`config.mk`:
```
export PLATFORM = sky130hd
export DESIGN_NAME = demux8_rr_sched_flat
export DESIGN_NICKNAME = d
export VERILOG_FILES = /design/src/rtl/demux8_rr_sched_pkg.sv /design/src/rtl/demux8_rr_sched_if.sv /design/src/rtl/demux8_rr_sched_rr_pick8.sv /design/src/rtl/demux8_rr_sched.sv /design/src/flat_wrapper.sv
export SDC_FILE = /design/constraint.sdc
export NUM_CORES = 1
export LEC_CHECK = 0
export CAP_MARGIN = 0
export CELL_PAD_IN_SITES_DETAIL_PLACEMENT = 2
export CELL_PAD_IN_SITES_GLOBAL_PLACEMENT = 2
export CORE_MARGIN = 2
export CORE_UTILIZATION = 35
export CTS_CLUSTER_DIAMETER = 50
export DETAILED_ROUTE_END_ITERATION = 10
export PLACE_DENSITY_LB_ADDON = 0.15
export RECOVER_POWER = 100
export SKIP_CTS_REPAIR_TIMING = 1
export SLEW_MARGIN = 20
export SYNTH_ARGS = -nofsm -noshare
export SYNTH_HDL_FRONTEND = slang
export SYNTH_HIERARCHICAL = 1
export SYNTH_SLANG_ARGS = --single-unit
```
`constraint.sdc`:
```
create_clock -name clk -period 10.2 [get_ports clk]
set_clock_uncertainty 0.15 [all_clocks]
set_input_delay 3.06 -clock clk [delete_from_list [all_inputs] [get_ports clk]]
set_output_delay 3.06 -clock clk [all_outputs]
set_load 0.01 [all_outputs]
```
`src/rtl/demux8_rr_sched_pkg.sv`:
```
`default_nettype none
//------------------------------------------------------------------------------
// Module   : demux8_rr_sched_pkg
// Desc     : Shared sizes, burst length and FSM state type for the scheduler.
// Revision : 1.0  initial release
//------------------------------------------------------------------------------
package demux8_rr_sched_pkg;

   localparam int N_CH      = 8;
   localparam int SEL_W     = $clog2(N_CH);
   localparam int CNT_W     = 4;
   localparam int BURST_LEN = 4;   // 1..15, only used with DEMUX_BURST_EN

   typedef enum logic [1:0] {
      ST_IDLE   = 2'd0,
      ST_SEARCH = 2'd1,
      ST_XFER   = 2'd2
   } state_t;

endpackage
`default_nettype wire

```
`src/rtl/demux8_rr_sched_if.sv`:
```
`default_nettype none
//------------------------------------------------------------------------------
// Module   : demux8_rr_sched_if
// Desc     : Source stream, channel config/ready and demux control bundle.
// Revision : 1.0  initial release
//------------------------------------------------------------------------------
interface demux8_rr_sched_if;
   import demux8_rr_sched_pkg::*;

   logic              in_valid;
   logic              in_data;
   logic              in_ready;
   logic [N_CH-1:0]   ch_mask;
   logic [N_CH-1:0]   ch_ready;
   logic [SEL_W-1:0]  sel;
   logic              en;
   logic [N_CH-1:0]   out_data;
   logic [N_CH-1:0]   out_valid;
   logic              busy;

   modport master (
      output in_valid, in_data, ch_mask, ch_ready,
      input  in_ready, sel, en, out_data, out_valid, busy
   );

   modport slave (
      input  in_valid, in_data, ch_mask, ch_ready,
      output in_ready, sel, en, out_data, out_valid, busy
   );

endinterface
`default_nettype wire

```
`src/rtl/demux8_rr_sched_rr_pick8.sv`:
```
`default_nettype none
//------------------------------------------------------------------------------
// Module   : rr_pick8
// Desc     : Combinational 8-way round-robin picker: first set bit of i_elig
//            starting at i_ptr+1 (mod 8).
// Revision : 1.0  initial release
//------------------------------------------------------------------------------
module rr_pick8
   import demux8_rr_sched_pkg::*;
(
   input  wire logic [N_CH-1:0]  i_elig,
   input  wire logic [SEL_W-1:0] i_ptr,
   output logic      [SEL_W-1:0] o_pick,
   output logic                  o_any
);

   logic [SEL_W-1:0] w_idx;

   // Walk from the farthest offset inward so the nearest candidate wins last.
   always_comb begin
      o_pick = '0;
      w_idx  = '0;
      for (int i = N_CH; i >= 1; i--) begin
         w_idx = i_ptr + SEL_W'(i);
         if (i_elig[w_idx]) begin
            o_pick = w_idx;
         end
      end
   end

   assign o_any = |i_elig;

endmodule
`default_nettype wire

```
`src/rtl/demux8_rr_sched.sv`:
```
`default_nettype none
//------------------------------------------------------------------------------
// Module   : demux8_rr_sched
// Desc     : Round-robin scheduler for the 1-to-8 serial demux path.
//            Optional multi-beat grants enabled by macro DEMUX_BURST_EN.
// Revision : 1.0  initial release
//------------------------------------------------------------------------------
module demux8_rr_sched
   import demux8_rr_sched_pkg::*;
(
   input  wire logic        clk,
   input  wire logic        rst,
   demux8_rr_sched_if.slave bus
);

   state_t            r_state;
   logic [SEL_W-1:0]  r_ptr;
   logic [SEL_W-1:0]  r_sel;
   logic              r_en;
   logic [N_CH-1:0]   r_out_data;
   logic [N_CH-1:0]   r_out_valid;
`ifdef DEMUX_BURST_EN
   logic [CNT_W-1:0]  r_cnt;
   logic [CNT_W-1:0]  w_cnt_nxt;
`endif

   logic [SEL_W-1:0]  w_pick;
   logic              w_any;
   logic              w_sel_ok;
   logic              w_in_ready;
   logic              w_accept;

   rr_pick8 u_pick (
      .i_elig (bus.ch_mask & bus.ch_ready),
      .i_ptr  (r_ptr),
      .o_pick (w_pick),
      .o_any  (w_any)
   );

   assign w_sel_ok   = bus.ch_ready[r_sel] & bus.ch_mask[r_sel];
   assign w_in_ready = r_en & w_sel_ok;
   assign w_accept   = bus.in_valid & w_in_ready;
`ifdef DEMUX_BURST_EN
   assign w_cnt_nxt  = r_cnt + CNT_W'(1);
`endif

   always_ff @(posedge clk or posedge rst) begin
      if (rst) begin
         r_state     <= ST_IDLE;
         r_ptr       <= SEL_W'(N_CH - 1);
         r_sel       <= '0;
         r_en        <= 1'b0;
         r_out_data  <= '0;
         r_out_valid <= '0;
`ifdef DEMUX_BURST_EN
         r_cnt       <= '0;
`endif
      end else begin
         r_out_valid <= '0;
         case (r_state)
            ST_IDLE: begin
               if (bus.in_valid) r_state <= ST_SEARCH;
            end
            ST_SEARCH: begin
               if (!bus.in_valid) begin
                  r_state <= ST_IDLE;
               end else if (w_any) begin
                  r_sel   <= w_pick;
                  r_en    <= 1'b1;
                  r_state <= ST_XFER;
`ifdef DEMUX_BURST_EN
                  r_cnt   <= '0;
`endif
               end
            end
            ST_XFER: begin
               if (w_accept) begin
                  r_out_data[r_sel]  <= bus.in_data;
                  r_out_valid[r_sel] <= 1'b1;
               end
`ifdef DEMUX_BURST_EN
               if (w_accept) r_cnt <= w_cnt_nxt;
               // Any exit from a burst moves the pointer past the granted channel.
               if (!bus.in_valid || !w_sel_ok ||
                   (w_accept && (w_cnt_nxt == CNT_W'(BURST_LEN)))) begin
                  r_ptr   <= r_sel;
                  r_en    <= 1'b0;
                  r_state <= bus.in_valid ? ST_SEARCH : ST_IDLE;
               end
`else
               if (!bus.in_valid) begin
                  // Source withdrew before the beat: pointer stays, channel keeps its turn.
                  r_en    <= 1'b0;
                  r_state <= ST_IDLE;
               end else if (w_accept || !w_sel_ok) begin
                  r_ptr   <= r_sel;
                  r_en    <= 1'b0;
                  r_state <= ST_SEARCH;
               end
`endif
            end
            default: begin
               r_en    <= 1'b0;
               r_state <= ST_IDLE;
            end
         endcase
      end
   end

   assign bus.in_ready  = w_in_ready;
   assign bus.sel       = r_sel;
   assign bus.en        = r_en;
   assign bus.out_data  = r_out_data;
   assign bus.out_valid = r_out_valid;
   assign bus.busy      = (r_state != ST_IDLE);

endmodule
`default_nettype wire

```
`src/flat_wrapper.sv`:
```
// flat-port wrapper written by rule: the top's interface ports become plain ports
module demux8_rr_sched_flat import demux8_rr_sched_pkg::*;
  (clk, rst, bus_in_valid, bus_in_data, bus_ch_mask, bus_ch_ready, bus_in_ready, bus_sel, bus_en, bus_out_data, bus_out_valid, bus_busy);
  demux8_rr_sched_if bus_i ();
  input  wire logic clk;
  input  wire logic rst;
  input wire logic [$bits(bus_i.in_valid)-1:0] bus_in_valid;
  input wire logic [$bits(bus_i.in_data)-1:0] bus_in_data;
  input wire logic [$bits(bus_i.ch_mask)-1:0] bus_ch_mask;
  input wire logic [$bits(bus_i.ch_ready)-1:0] bus_ch_ready;
  output wire logic [$bits(bus_i.in_ready)-1:0] bus_in_ready;
  output wire logic [$bits(bus_i.sel)-1:0] bus_sel;
  output wire logic [$bits(bus_i.en)-1:0] bus_en;
  output wire logic [$bits(bus_i.out_data)-1:0] bus_out_data;
  output wire logic [$bits(bus_i.out_valid)-1:0] bus_out_valid;
  output wire logic [$bits(bus_i.busy)-1:0] bus_busy;
  assign bus_i.in_valid = bus_in_valid;
  assign bus_i.in_data = bus_in_data;
  assign bus_i.ch_mask = bus_ch_mask;
  assign bus_i.ch_ready = bus_ch_ready;
  assign bus_in_ready = bus_i.in_ready;
  assign bus_sel = bus_i.sel;
  assign bus_en = bus_i.en;
  assign bus_out_data = bus_i.out_data;
  assign bus_out_valid = bus_i.out_valid;
  assign bus_busy = bus_i.busy;
  demux8_rr_sched u_core (.clk(clk), .rst(rst), .bus(bus_i));
endmodule
```
-- After elaboration in Yosys (flattened, before gate mapping)
Cells that the tools add are included.
- muxes and demuxes: 44
- reduce and logical (&&, ||, !) cells: 11
- equal/unequal tests: 7
- bitwise logic cells: 5
- magnitude comparators: 10
- $add $sub $neg: 7
- operator list (kind ; number):
    $lt A3 B4 Y1 const B ; 9
    $bmux W1 S3 ; 10
    $mux W3 ; 8
    $mux W8 ; 2
    $mux W1 ; 15
    $add A3 B3 Y3 const B ; 4
    $mux W2 ; 5
    $reduce_and A3 Y1 ; 3
    $and A8 B8 Y8 ; 1
    $bwmux W8 ; 1
    $reduce_or A8 Y1 ; 1
    $add A3 B2 Y3 const B ; 2
    $ne A2 B2 Y1 const B ; 3
    $pmux W2 S3 ; 1
    $reduce_and A4 Y1 ; 1
    $add A3 B1 Y3 const B ; 1
    $and A1 B1 Y1 ; 3
    $demux W1 S3 ; 1
    $ge A3 B1 Y1 const B ; 1
    $ne A3 B2 Y1 const B ; 1
    $ne A3 B3 Y1 const B ; 1
    $pmux W1 S3 ; 1
    $eq A2 B1 Y1 const B ; 1
    $eq A2 B2 Y1 const B ; 1
    7 further kinds ; 7
- input bits: 20
- bits in registers: 25

-- Depth between registers and ports, before layout
Gate-level depths: netlist (run 1).
- word-level depth: 11
- depth in mapped cells: 12
- gate-level depth less buffers: 9

-- Cells and area by module
Netlist (run 1), hierarchy kept.
- by module, submodules not included (module ; cells each ; area each (um2) ; times used):
    demux8_rr_sched ; 91 ; 1184.9 ; 1
    rr_pick8 ; 99 ; 820.8 ; 1

-- Least setup slack after synthesis (run 1)
OpenSTA, ideal clock, no wires.
- path kind: in2out
- from: input bus_ch_mask[7]
- to: output bus_in_ready
- path slack: 2.803 ns
- path buffers: 0
- stages: 4
- arrival time: 4.187 ns
- cells stage by stage: and2_4 mux4_2 mux2_2 and2_1
- cells in the longest elaborated chain, start to end: 4
- ends and longest elaborated chain (element ; line ; text):
    start: declaration ; flat_wrapper.sv:9 ; input wire logic [$bits(bus_i.ch_mask)-1:0] bus_ch_mask;
    $bmux W1 S3 ; demux8_rr_sched.sv:40 ; assign w_sel_ok = bus.ch_ready[r_sel] & bus.ch_mask[r_sel];
    $mux W1 (implied by the code) ; demux8_rr_sched.sv:40 ;
    $and A1 B1 Y1 ; demux8_rr_sched.sv:40 ;
    $and A1 B1 Y1 ; demux8_rr_sched.sv:41 ; assign w_in_ready = r_en & w_sel_ok;
    end: declaration ; flat_wrapper.sv:11 ; output wire logic [$bits(bus_i.in_ready)-1:0] bus_in_ready;
No other way between the ends. The select of a mux whose other input is x is not followed.

-- Worst setup path after layout (run 1)
- from: input bus_ch_mask[4]
- to: output bus_in_ready
Same word-level chain as after synthesis.

==> results of run 1 <==
## worst paths after layout
kind	startpoint	endpoint	slack, ns
worst max-delay path	bus_ch_mask[4]	bus_in_ready	1.60
worst min-delay path	u_core/bus.out_data[5]$_DFFE_PP0P_	u_core/bus.out_data[5]$_DFFE_PP0P_	0.35
worst max register to register	u_core/r_ptr[1]$_DFFE_PP1P_	u_core/bus.sel[1]$_DFFE_PP0P_	6.38
worst min register to register	u_core/bus.out_data[5]$_DFFE_PP0P_	u_core/bus.out_data[5]$_DFFE_PP0P_	0.35
max in group asynchronous	rst	u_core/bus.sel[2]$_DFFE_PP0P_	6.01
min in group asynchronous	rst	u_core/bus.out_data[0]$_DFFE_PP0P_	3.31
## cell usage after synthesis (2+ instances only)
| master | n |
|---|---|
| nor4_1 | 2 |
| a221o_1 | 4 |
| ha_1 | 2 |
| nor3_2 | 4 |
| o31ai_1 | 2 |
| clkbuf_1 | 4 |
| inv_1 | 12 |
| nor4b_4 | 2 |
| mux2_1 | 10 |
| nand2_2 | 2 |
| o21ai_0 | 4 |
| and2_4 | 4 |
| nor3_1 | 2 |
| mux2_4 | 2 |
| nand2_1 | 12 |
| mux4_2 | 6 |
| mux2i_1 | 6 |
| mux4_1 | 4 |
| a211oi_1 | 5 |
| dfstp_2 | 3 |
| a22oi_1 | 2 |
| a21oi_1 | 6 |
| and2_1 | 2 |
| mux2_2 | 9 |
| dfrtp_1 | 22 |
| xor2_1 | 2 |
| nand3_1 | 4 |
| nor2_1 | 13 |
| buf_2 | 4 |
| a221oi_1 | 6 |
| o21ai_1 | 3 |
| nand2b_1 | 6 |
| o22ai_1 | 2 |
## layer usage
layer  vias up  wire [um]  GRT usage, %
met5         -          0             0
met4         0         75         5.517
met3         6        200         3.394
met2        28       3026         35.46
met1       876       2536         24.27
li1        793          -             -
## per-stage QoR
stage	area [sq um]	std cells	setup slack, ns
6_report	2441	298	1.597
5_1_grt	2441	298	1.487
3_3_place_gp	2460	294	1.843
4_1_cts	2509	298	1.809
3_5_place_dp	2460	294	1.822
2_1_floorplan	2006	190	2.803
## power by group
group | leakage [uW] | switching [uW] | internal [uW]
registers | 0.000328 | 47.8 | 117
clock network | 0.0000217 | 32.5 | 27.7
logic | 0.000724 | 190 | 170
total | 0.00107 | 270 | 315
## cell usage in the layout, fill, tap and decap left out, types with 3 or more instances in the layout
cell type         n
dlygate4sd3_1    25
dfrtp_1          22
clkdlybuf4s50_1  16
nor2_1           13
inv_1            12
nand2_1          12
mux2_1           12
mux2_2            8
a221oi_1          7
mux4_2            6
a21oi_1           6
nand2b_1          6
nor3_1            6
o21ai_0           6
mux2i_1           6
a211oi_1          5
and2_4            4
nand3_1           4
mux4_1            4
a221o_1           4
clkbuf_8          3
dfstp_2           3
## kinds of logic (layout without fill, tap and decap cells)
| family | after synthesis | after routing | synth area share [%] |
|---|---|---|---|
| muxes | 37 | 37 | 27.14 |
| adders and majority gates | 2 | 2 | 1.247 |
| and+or+nand+nor | 60 | 60 | 18.90 |
| xor gates and xnor gates | 3 | 3 | 1.310 |
| DFF | 25 | 25 | 31.38 |
| AOI/OAI and AO/OA | 42 | 42 | 15.47 |
| buffers and inverters | 21 | 57 | 4.554 |
## registers in the layout, indices dropped and copies added (netlist names)
signal                count
u_core/r_ptr              3
u_core/bus.out_data       8
u_core/bus.out_valid      8
u_core/bus.en             1
u_core/bus.sel            3
u_core/r_state            2
## cell type report
cell class,count,area [sq um]
Sequential cell,25,629.4
Multi-Input combinational cell,144,1217
Inverter,12,45.04
Tap cell,72,90.09
Clock inverter,1,7.507
Clock buffer,3,41.29
Timing Repair Buffer,41,410.4
Fill cell,585,3065
==> run metrics, run 1 <==
Nets=249; CTS root buffer=clkbuf_8; Tmin final=8.603 ns; leading area contributor after synthesis=dfrtp_1; DR pass1 iterations=4; initial antenna violation count=0; n_diodes=0; number of synthesized flops with an enable pin=0; Synth Instances=190; vias in the first global route=1892; post-layout power=584.4 uW; Area growth syn-to-layout=21.71%; Arrival @ worst endpoint=5.39 ns; largest net degree at the start of global routing=26; Critical Path Stages=7; CTS HTree Levels=1; crit-path cells=dlygate4sd3_1 -> nand2_1 -> inv_1 -> mux4_2 -> mux2_2 -> and2_1 -> dlygate4sd3_1; Finished Core Util=44.33%; Final Cycle Share=84.34%; worst hold slack=0.3460 ns; Core Rows=27; leakage power=0.001074 uW; DRC Markers=0; detail-routed via count per cell=5.715; CTS Buffer Depth=2; Max-Cap Viols=0; warnings from Yosys=6; setup TNS=0 ns; status=completed; syn_area_per_cell=10.56 sq um; I/O pin count=42; CTS buffer count=3; Synth top area share=27.45%; final WL=5.839 mm; GRT Overall Usage=19.78%; Synth cell types=50; Main synth FF type=dfrtp_1; grt ovf=0; Net Count, Synth=212; Max stage delay on crit path=0.60 ns; post-route ant nets=0; Yosys reg bits=25; Die X=79.70 um; worst vdd ir=0.00008219 V; Min-Delay Path Depth=1; Die H=79.70 um; setup violators final=0; kind of critical path=input pin to output port; Clock transition at path regs=0.10 ns; via count=1703; CTS tree=built; Worst Hold Class=flip-flop to flip-flop; CTS Sinks=25; CP dominant cell by count=dlygate4sd3_1; post-synthesis sequential area ratio=31.38%; placer congestion estimate=0.8287; DIE AREA=0.006352 sq mm; max_slew headroom=35.99%; Slew Limit Fails=0; RSZ-0062 raised after global routing=no; P per Cell Area=239.4 mW/mm^2; share of cells above drive strength 1=13.27%; buffers added on ports=41; Worst Setup Start Kind=input pin; CP bufs+invs=3; Worst R2R Path Depth=9; first-pass GRT wire length=9.860 mm; CP delay by family, top=buffers and inverters; crit path max fanout=8; crit end category=output port; initial DRC count=32; Worst path slowest cell=dlygate4sd3_1; worst-margin pin slew=0.9591 ns; DP Wirelength=4.579 mm; worst-skew pair later-pin latency=0.26 ns; Final Hold Vio Count=0; Post-synth ARST share=100.0%; Starting Density=36.42%; core area=0.005507 sq mm; WL/cell=19.59 um; largest cells by area after synthesis=dfrtp_1, mux4_2, mux2_1; Max Clock Freq=116.2 MHz; CP required=6.99 ns; Post-Syn Area=0.002006 sq mm
Power figures use the tool's default switching activity.
==> inputs of run 2 (changes only) <==
--- a/config.mk
+++ b/config.mk
@@ -9,7 +9,7 @@
 export CELL_PAD_IN_SITES_DETAIL_PLACEMENT = 2
 export CELL_PAD_IN_SITES_GLOBAL_PLACEMENT = 2
 export CORE_MARGIN = 2
-export CORE_UTILIZATION = 35
+export CORE_UTILIZATION = 32
 export CTS_CLUSTER_DIAMETER = 50
 export DETAILED_ROUTE_END_ITERATION = 10
 export PLACE_DENSITY_LB_ADDON = 0.15
==> constraint.sdc (replaced) <==
create_clock -name clk -period 9 [get_ports clk]
set_clock_uncertainty 0.15 [all_clocks]
set_input_delay 2.7 -clock clk [delete_from_list [all_inputs] [get_ports clk]]
set_output_delay 2.7 -clock clk [all_outputs]
set_load 0.01 [all_outputs]
==> run 2 against run 1 <==
  * Via count increased by 0.35%
  * Highest routed layer unchanged
  * Largest power group unchanged
  * Global-route usage decreased by 2.1 points
  * Routed wire length increased by 0.33%
  * Hold slack got worse by 0.0052 ns
  * Clock power increased by 15%
  * Sequential share of layout area decreased by 0.079 points
==> run metrics, run 2 (synthesis gave the netlist of run 1 again) <==
status=completed; Final Non-Filler Cells=301; n_diodes=0; DRC Markers=0; Max-Cap Viols=0; area occupied by multi-input gates=0.001221 sq mm; crit end category=output port; Final Hold Vio Count=0; worst-margin pin slew=0.9419 ns; placer congestion estimate=0.7945; Global Route met3 Usage=2.386%; CTS tree=built; worst-skew pair later-pin latency=0.27 ns; fin worst setup slack=1.108 ns; setup violators final=0; Core Rows=28; most frequent cells in the layout=dlygate4sd3_1, dfrtp_1, clkdlybuf4s50_1; CP required=6.15 ns; Reg area=629.4 sq um; Final Cycle Share=87.69%; Tmin final=7.892 ns; leakage power=0.001076 uW; kind of critical path=input pin to output port; Starting Density=33.48%; initial DRC count=64; Clock transition at path regs=0.10 ns; DR pass1 iterations=4; met1 usage=22.85%; Nets=249; Place WS=1.320 ns; HP Start=u_core/bus.out_data[3]$_DFFE_PP0P_; largest net degree at the start of global routing=26; DP Wirelength=4.630 mm; P per Cell Area=270.1 mW/mm^2; WL/cell=19.46 um; Area growth syn-to-layout=22.08%; vias in the first global route=1990; DP Cell Count=297; I/O pin count=42; post-route ant nets=0; final WL=5.858 mm; crit path max fanout=8; Die H=83.17 um; setup TNS=0 ns; GRT Overall Usage=17.64%; share of cells above drive strength 1=13.72%; GR peak layer=met2; DIE AREA=0.006917 sq mm; first-pass GRT wire length=10.10 mm; max_slew headroom=37.14%; core area=0.005991 sq mm; commonest non-fill, non-tap cell in the layout=dlygate4sd3_1; CTS HTree Levels=1; Worst Hold Class=flip-flop to flip-flop; met2 usage=31.23%; worst vdd ir=0.00009548 V; initial antenna violation count=0; post-layout power=661.4 uW; buffers added on ports=41; Slew Limit Fails=0; Die X=83.17 um; fill count=636; CTS Sinks=25; crit path from=bus_ch_mask[4]; CTS buffer count=3; via count=1709; Worst Setup Start Kind=input pin; Reg-to-Reg Start=u_core/r_ptr[1]$_DFFE_PP1P_; CTS Buffer Depth=2; CTS root buffer=clkbuf_8; detail-routed via count per cell=5.678; RSZ-0062 raised after global routing=no; grt ovf=0; Max Clock Freq=126.7 MHz; Arrival @ worst endpoint=5.04 ns; r2r setup slk=5.18 ns
run 2: cell counts in the layout (fill, tap and decap cells not counted):
No cell type changed its count.
run 2: per-layer routing:
layer | share of wire, % | vias to the layer above
met5 | 0 | -
met4 | 0.87 | 0
met3 | 2.7 | 6
met2 | 51 | 27
met1 | 45 | 882
li1 | - | 794
run 2: final timing paths:
path,to,depth (start not counted)
max in group asynchronous,u_core/bus.out_data[2]$_DFFE_PP0P_,2
min in group asynchronous,u_core/bus.out_valid[2]$_DFF_PP0_,2
min,u_core/bus.out_data[3]$_DFFE_PP0P_,1
max,bus_in_ready,7
min reg2reg,u_core/bus.out_data[3]$_DFFE_PP0P_,1
max reg2reg,u_core/bus.sel[1]$_DFFE_PP0P_,9
run 2: report_power, final:
part	switching [uW]	internal, uW	total (uW)
registers	52.8	133	186
logic	212	194	406
clock network	38.0	31.4	69.5
total	303	358	661
run 2: through the flow:
step	utilization [%]	hold slack (ns)	area, sq um
CTS	41.94	0.3513	2512
detailed placement	41.12	0.3287	2464
global route	40.87	0.3758	2449
finish	40.87	0.3408	2449
global placement	41.12	0.3166	2464
floorplan	-	0.3403	2006
run 2: layout make-up:
class | count | share of cell area (%)
clock buffer | 3 | 1.686
clock inverter | 1 | 0.3066
inverter | 12 | 1.840
multi-input combinational | 144 | 49.87
sequential | 25 | 25.70
tap | 75 | 3.832
timing repair buffer | 41 | 16.76
run 2: critical path, stage by stage:
cell and delay [ns]:
dlygate4sd3_1 0.54, nand2_1 0.09, inv_1 0.12, mux4_2 0.53, mux2_2 0.31, and2_1 0.16
dlygate4sd3_1 0.60
